**config.mk**
```make
export PLATFORM = sky130hd
export DESIGN_NAME = shift_exec_stage
export DESIGN_NICKNAME = d
export VERILOG_FILES = /design/src/rtl/shift_exec_stage.sv
export SDC_FILE = /design/constraint.sdc
export NUM_CORES = 1
export LEC_CHECK = 0
export ABC_CLOCK_PERIOD_IN_PS = 4160
export BUFFER_PORTS_ARGS = -buffer_cell sky130_fd_sc_hd__buf_2
export CAP_MARGIN = 30
export CORE_MARGIN = 3
export CORE_UTILIZATION = 55
export CTS_CLUSTER_DIAMETER = 150
export DETAILED_ROUTE_END_ITERATION = 12
export GPL_TIMING_DRIVEN = 0
export PLACE_DENSITY = 0.77
export SLEW_MARGIN = 20
export SYNTH_ARGS = -nofsm -noshare
export SYNTH_HDL_FRONTEND = slang
export SYNTH_SLANG_ARGS = --single-unit
```
**constraint.sdc**
```tcl
create_clock -name clk -period 4.16 [get_ports clk]
set_clock_uncertainty 0.05 [all_clocks]
set_input_delay 0.208 -clock clk [delete_from_list [all_inputs] [get_ports clk]]
set_output_delay 0.208 -clock clk [all_outputs]
set_load 0.02 [all_outputs]
```
**src/rtl/shift_exec_stage.sv**
```systemverilog
// Registered execution stage around the combinational 16-bit shifters.
// Adds a two-pass rotate-left built from sll and srl.

module Sll16 (
    input  logic [15:0] a_i,
    input  logic [3:0]  shamt_i,
    output logic [15:0] y_o
);
    assign y_o = a_i << shamt_i;
endmodule

module Srl16 (
    input  logic [15:0] a_i,
    input  logic [3:0]  shamt_i,
    output logic [15:0] y_o
);
    assign y_o = a_i >> shamt_i;
endmodule

module Sra16 (
    input  logic [15:0] a_i,
    input  logic [3:0]  shamt_i,
    output logic [15:0] y_o
);
    assign y_o = $signed(a_i) >>> shamt_i;
endmodule

module shift_exec_stage (
    input  logic        clk,
    input  logic        reset,
    input  logic        in_valid,
    output logic        in_ready,
    input  logic [1:0]  in_op,
    input  logic [15:0] in_data,
    input  logic [3:0]  in_shamt,
    output logic        out_valid,
    input  logic        out_ready,
    output logic [15:0] out_data,
    output logic        out_zero,
    output logic [1:0]  out_op,
    output logic        busy
);
    localparam logic [1:0] OP_SLL = 2'b00;
    localparam logic [1:0] OP_SRL = 2'b01;
    localparam logic [1:0] OP_SRA = 2'b10;
    localparam logic [1:0] OP_ROL = 2'b11;

    typedef enum logic [1:0] {IDLE, EXEC, ROT2} state_t;

    state_t      state_q, state_d;
    logic [1:0]  op_q, op_d;
    logic [15:0] data_q, data_d;
    logic [3:0]  shamt_q, shamt_d;
    logic [15:0] temp_q, temp_d;
    logic        outValid_q, outValid_d;
    logic [15:0] outData_q, outData_d;
    logic        outZero_q, outZero_d;
    logic [1:0]  outOp_q, outOp_d;

    logic [15:0] sllOut, srlOut, sraOut, srlRotOut;
    logic [3:0]  rotBackAmt;
    logic        loadResult;
    logic [15:0] result;

    // Second rotate pass shifts right by 16-shamt; in 4 bits that is -shamt.
    assign rotBackAmt = 4'(-shamt_q);

    Sll16 uSll    (.a_i(data_q), .shamt_i(shamt_q),    .y_o(sllOut));
    Srl16 uSrl    (.a_i(data_q), .shamt_i(shamt_q),    .y_o(srlOut));
    Sra16 uSra    (.a_i(data_q), .shamt_i(shamt_q),    .y_o(sraOut));
    Srl16 uSrlRot (.a_i(data_q), .shamt_i(rotBackAmt), .y_o(srlRotOut));

    assign in_ready  = (state_q == IDLE) && (!outValid_q || out_ready);
    assign busy      = (state_q != IDLE);
    assign out_valid = outValid_q;
    assign out_data  = outData_q;
    assign out_zero  = outZero_q;
    assign out_op    = outOp_q;

    always_comb begin
        state_d    = state_q;
        op_d       = op_q;
        data_d     = data_q;
        shamt_d    = shamt_q;
        temp_d     = temp_q;
        outValid_d = outValid_q && !out_ready;
        outData_d  = outData_q;
        outZero_d  = outZero_q;
        outOp_d    = outOp_q;
        loadResult = 1'b0;
        result     = '0;

        case (state_q)
            IDLE: begin
                if (in_valid && in_ready) begin
                    op_d    = in_op;
                    data_d  = in_data;
                    shamt_d = in_shamt;
                    state_d = EXEC;
                end
            end
            EXEC: begin
                state_d = IDLE;
                case (op_q)
                    OP_SLL: begin loadResult = 1'b1; result = sllOut; end
                    OP_SRL: begin loadResult = 1'b1; result = srlOut; end
                    OP_SRA: begin loadResult = 1'b1; result = sraOut; end
                    OP_ROL: begin
                        if (shamt_q == 4'd0) begin
                            loadResult = 1'b1;
                            result     = data_q;
                        end else begin
                            temp_d  = sllOut;
                            state_d = ROT2;
                        end
                    end
                    default: ;
                endcase
            end
            ROT2: begin
                loadResult = 1'b1;
                result     = temp_q | srlRotOut;
                state_d    = IDLE;
            end
            default: state_d = IDLE;
        endcase

        if (loadResult) begin
            outValid_d = 1'b1;
            outData_d  = result;
            outZero_d  = (result == 16'd0);
            outOp_d    = op_q;
        end
    end

    always_ff @(posedge clk or posedge reset) begin
        if (reset) begin
            state_q    <= IDLE;
            op_q       <= '0;
            data_q     <= '0;
            shamt_q    <= '0;
            temp_q     <= '0;
            outValid_q <= 1'b0;
            outData_q  <= '0;
            outZero_q  <= 1'b1;
            outOp_q    <= '0;
        end else begin
            state_q    <= state_d;
            op_q       <= op_d;
            data_q     <= data_d;
            shamt_q    <= shamt_d;
            temp_q     <= temp_d;
            outValid_q <= outValid_d;
            outData_q  <= outData_d;
            outZero_q  <= outZero_d;
            outOp_q    <= outOp_d;
        end
    end
endmodule
```
Word-level counts from Yosys, hierarchy flattened
Cells that the tools add are included.
- register bits after elaboration: 60
- output and inout bits: 22
- logic and storage cells: 47
- $add $sub $neg: 1
- equality and inequality tests: 6
- shift-type cells: 4
- muxes and demuxes: 11
- bitwise operators: 2
- reduce and logical (&&, ||, !) cells: 14
- operators with widths (operator ; number):
    case mux 16 bit (4 select lines) ; 1
    case mux 16 bit (2 select lines) ; 1
    >> shifter 16 x 4 -> 16 bit ; 2
    logical NOT 16 bit ; 1
    2-to-1 mux 16 bit ; 1
    bitwise OR 16 bit ; 1
    << shifter 16 x 4 -> 16 bit ; 1
    >>> shifter 16 x 4 -> 16 bit ; 1
    equality test 2 bit (second input constant) ; 3
    2-to-1 mux 2 bit ; 3
    equality test 2 x 1 -> 1 bit (second input constant) ; 2
    logical NOT 2 bit ; 2
    logical NOT 4 bit ; 1
    negation 4 bit ; 1
    case mux 1 bit (2 select lines) ; 2
    case mux 2 bit (2 select lines) ; 1
    logical AND 1 bit ; 3
    AND reduction 3 bit ; 1
    OR reduction 3 bit ; 1
    logical NOT 1 bit ; 2
    2-to-1 mux 1 bit ; 2
    inequality test 2 x 1 -> 1 bit (second input constant) ; 1
    AND reduction 2 bit ; 1
    nonzero test 2 bit ; 1
    2 further kinds ; 2

Logic depth before layout (Yosys ltp)
- depth after elaboration: 6
- mapped depth: 16

Hierarchy
From an unflattened synthesis, not the netlist that was laid out.
- cell total of the unflattened synthesis: 631
- area total of the unflattened synthesis: 6155.9 µm²
- by module, submodules not included (module ; instances ; cells each ; area an instance (µm²) ; sequential area each (µm²)):
    shift_exec_stage ; 1 ; 272 ; 3024.2 ; 1502.7
    Srl16 ; 2 ; 86 ; 733.2 ; 0.0
    Sra16 ; 1 ; 108 ; 905.9 ; 0.0
    Sll16 ; 1 ; 79 ; 759.5 ; 0.0

Worst setup path before layout
OpenSTA, ideal clock, no wires.
- path type: flip-flop to flip-flop
- start point: register shamt_q[0]
- end point: register outZero_q, in the netlist out_zero
- arrival: 3328 ps
- path slack: 696 ps
- cell stages (with the launch flop): 16
- buffers on the path: 6
- period minus slack after synthesis: 3464 ps
- cells stage by stage: dfrtp_1 -> buf_6 -> buf_4 -> inv_1 -> buf_4 -> buf_2 -> ha_1 -> buf_2 -> clkbuf_1 -> mux4_1 -> mux2i_1 -> a211oi_1 -> nor4b_2 -> and4_1 -> nand4b_1 -> o31ai_2
- longest elaborated chain between the ends: 5
- elaborated cells between the ends (all ways): 14
- ends and longest elaborated chain (what ; RTL line ; source):
    start, declared ; 53 ; logic [3:0] shamt_q, shamt_d;
    start signal, assigned ; 151 ; shamt_q <= shamt_d;
    negation 4 bit / logical NOT 4 bit (equally long branches) ; 66, 109 ;
    >> shifter 16 x 4 -> 16 bit / 2-to-1 mux 16 bit (equally long branches) ; 17, 109 ;
    bitwise OR 16 bit / case mux 16 bit (4 select lines) (equally long branches) ; 122, 104 ;
    case mux 16 bit (2 select lines) ; 93 ; case (state_q)
    logical NOT 16 bit ; 131 ; outZero_d = (result == 16'd0);
    end signal, assigned ; 155 ; outZero_q <= outZero_d;
    end, declared ; 57 ; logic outZero_q, outZero_d;
Parallel ways exist; a longest one is shown, timed or not.
A chain may end at the register's enable or synchronous reset.

Worst setup path after layout
Ends and elaborated chain as after synthesis.

==> run metrics <==
period utilization=0.9960; flop-to-flop setup slack=about 0.017 ns; Port Buffers=between 40 and 50; die area=approximately 0.011 mm^2; CTS sink count=60; Die Ht=around 110 um; DP Wirelength=16440 um; register area share after synthesis=0.2751; worst rel slew slack=0.3202; asr flop ratio synth=1.000; Hold Crit Class=input pin to register; Syn Area/Cell=around 8.9 um^2; routed length per instance=~28 um; largest net degree at the start of global routing=39; RSZ-0062 raised after global routing=false; Layout area overhead=12.96%; final setup violation count=0; ranking of synthesized cells by area=dfrtp_1 (27%), mux2i_1 (9.3%), mux2_2 (8.7%), mux4_2 (7.4%), nand2_1 (5.2%); Routed Antenna Nets=0; routed vias=around 5900; Filler Cells Inserted=about 830; I/O pin count=48; first-pass GRT wire length=between 30000 and 40000 um; Synth Flop Type=dfrtp_1; Synthesized Nets=between 600 and 700; via/cell ratio=about 7.2; Slew Limit Fails=0; CP max-delay cell=dfrtp_2; Reg2Reg Launch Point=shamt_q[0]; Critical Path RT=4.39 ns; crit path kind=register to register; diodes inserted=0; register bit total from synthesis=60; R2R Path End=out_zero; fraction of layout cells with a size suffix above 1=0.2588; Clock Pin Slew Worst Setup and Hold Paths=roughly 0.080 ns; # rows=35; Iteration-0 DRC Markers=around 850; r2r worst-path depth=15; worst hold slack=approximately 0.015 ns; Post-Synthesis Cell Area=0.005463 mm^2; Post-Route WL=around 22000 um; worst-margin pin slew=1.010 ns; top cell type's share of synthesized area=0.2703; crit path DAT=~4.4 ns; Multi-input gate area=0.003580 mm^2; WP depth=15; Crit. Startpoint=shamt_q[0]; DP Cell Count=around 800; Final Hold Viols=0; Distinct cells, synth=between 60 and 70; routability-driven placement congestion ratio=between 1 and 1.5; final worst slack=about 0.017 ns; clock latency on the worst-skew pair=around 0.37 ns; Residual DRC=0; drt first pass iters=5; CP top delay family=buffers and inverters; Bufs and invs on worst path=7; CP endpoint=out_zero; starting density of the core=0.5775; register area=about 0.0015 mm^2; final worst path period need=between 4 and 5 ns; Worst setup EP type=register; Worst Setup Start Kind=register; cell taking the most area after synthesis=dfrtp_1; Global Route Usage Sum=0.4028; H-Tree Depth=3; fin nets=approximately 710; most used cell, CP=clkbuf_4; Clock Tree Root=clkbuf_8; most frequent cell after synthesis=nand2_1; number of synthesized flops with an enable pin=0; synth warn=0; CTS buffer count=9; CTS Buffer Depth=2; synth cell count leaders=nand2_1 (76), dfrtp_1 (59), mux2i_1 (51); outcome=complete, no violations; pre-CTS WS=-0.1487 ns; worst path cell trace=buf_6 > buf_4 > clkinvlp_4 > buf_6 > clkbuf_4 > ha_2 > clkbuf_4 > clkbuf_4 > mux4_1 > mux2i_1 > a211oi_1 > nor4b_2 > and4_1 > nand4b_1 > o31ai_2; Core ar.=about 0.0095 mm^2; Die X=between 100 and 150 um; initial antenna violation count=0; critical path peak fanout=10; Max Cap Viol=0; fmax=about 240 MHz; vias in the first global route=around 5600; total gr overflow=0; slowest cell delay on critical path=roughly 0.42 ns; Mapped Cells=615; CTS tree=done; fin cells=~810
==> placed cells by master (no fill, tap or decap), types with 4 or more instances in the layout <==
cell	instances
nor4_1	5
a32oi_1	7
a21oi_1	30
a21o_1	4
buf_4	7
clkbuf_1	32
and3_1	6
o21ai_0	36
nor3_1	5
o221ai_1	4
mux2i_1	51
nor2b_1	6
nor3b_1	4
dfrtp_1	58
nand3_1	9
mux2_2	42
nand2b_1	8
buf_2	64
or3_1	4
buf_1	4
a31oi_1	8
clkbuf_8	9
and2_1	6
o31a_1	4
a211oi_1	14
o22ai_1	11
o31ai_1	6
a2111oi_0	4
nor2_1	35
inv_1	13
mux4_2	18
o211ai_1	8
nand4_1	6
nand2_1	76
buf_6	7
==> flip-flops by register name (all words and copies together), names as in the netlist <==
signal     cells
state_q        2
out_zero       1
shamt_q        4
temp_q        16
data_q        16
op_q           2
out_op         2
out_valid      1
out_data      16
==> cell type report <==
type	count	area share
Tap cell	129	0.02616
Clock buffer	9	0.02007
Inverter	16	0.01075
Timing Repair Buffer	53	0.04745
Sequential cell	60	0.2437
Buffer	67	0.05697
Clock inverter	7	0.01480
Multi-Input combinational cell	472	0.5801
==> per-layer routing <==
layer  wire [um]  global-route usage  vias to the layer above  share of wire
met2        9379              0.5674                      523           0.42
met1        8479              0.5447                     2779           0.38
li1            -                   -                     2427              -
met3        3088              0.1182                      124           0.14
met4        1546              0.2405                        0          0.069
met5           0                   0                        -              0
==> how the worst min path moves through the flow <==
| stage | start | endpoint | slack (ns) | depth (start not counted) |
|---|---|---|---|---|
| 4_1_cts | in_data[4] | data_q[4] | 0.02 | 2 |
| 6_report | in_data[0] | data_q[0] | 0.01 | 2 |
| 2_1_floorplan | in_data[0] | data_q[0] | 0.31 | 1 |
| 5_1_grt | in_data[4] | data_q[4] | 0.02 | 2 |
| 3_5_place_dp | reset | shamt_q[3] | 0.15 | 2 |
| 3_3_place_gp | in_data[1] | data_q[1] | 0.39 | 2 |
==> stage by stage <==
step	instance area, um^2	TNS (ns)	util
6_report	6171	0	0.6524
5_1_grt	6171	0	0.6524
4_1_cts	6127	0	0.6478
3_5_place_dp	5887	-0.1487	0.6224
3_3_place_gp	5859	-0.1345	0.6194
2_1_floorplan	5463	0	-
==> cell families (layout without fill, tap and decap cells) <==
logic type | Yosys count | after routing | share of synthesized area
AOI/OAI and AO/OA | 172 | 172 | 0.2171
xor gates and xnor gates | 3 | 3 | 0.004811
adders and majority gates | 4 | 4 | 0.009162
buffers and inverters | 83 | 152 | 0.07283
DFF | 60 | 60 | 0.2751
muxes | 113 | 113 | 0.2639
and+or+nand+nor | 180 | 180 | 0.1571
==> timing repair <==
action / 4_1_cts / 5_1_grt
setup endpoints to repair: 2 / 4
hold endpoints to repair: 22 / 0
gates resized for setup: 5 / 7
hold buffers: 1 / 0
setup buffers: 0 / 3
Power is not shown: default switching activity piles up to over one toggle a cycle in this logic, so the estimate is an artifact.
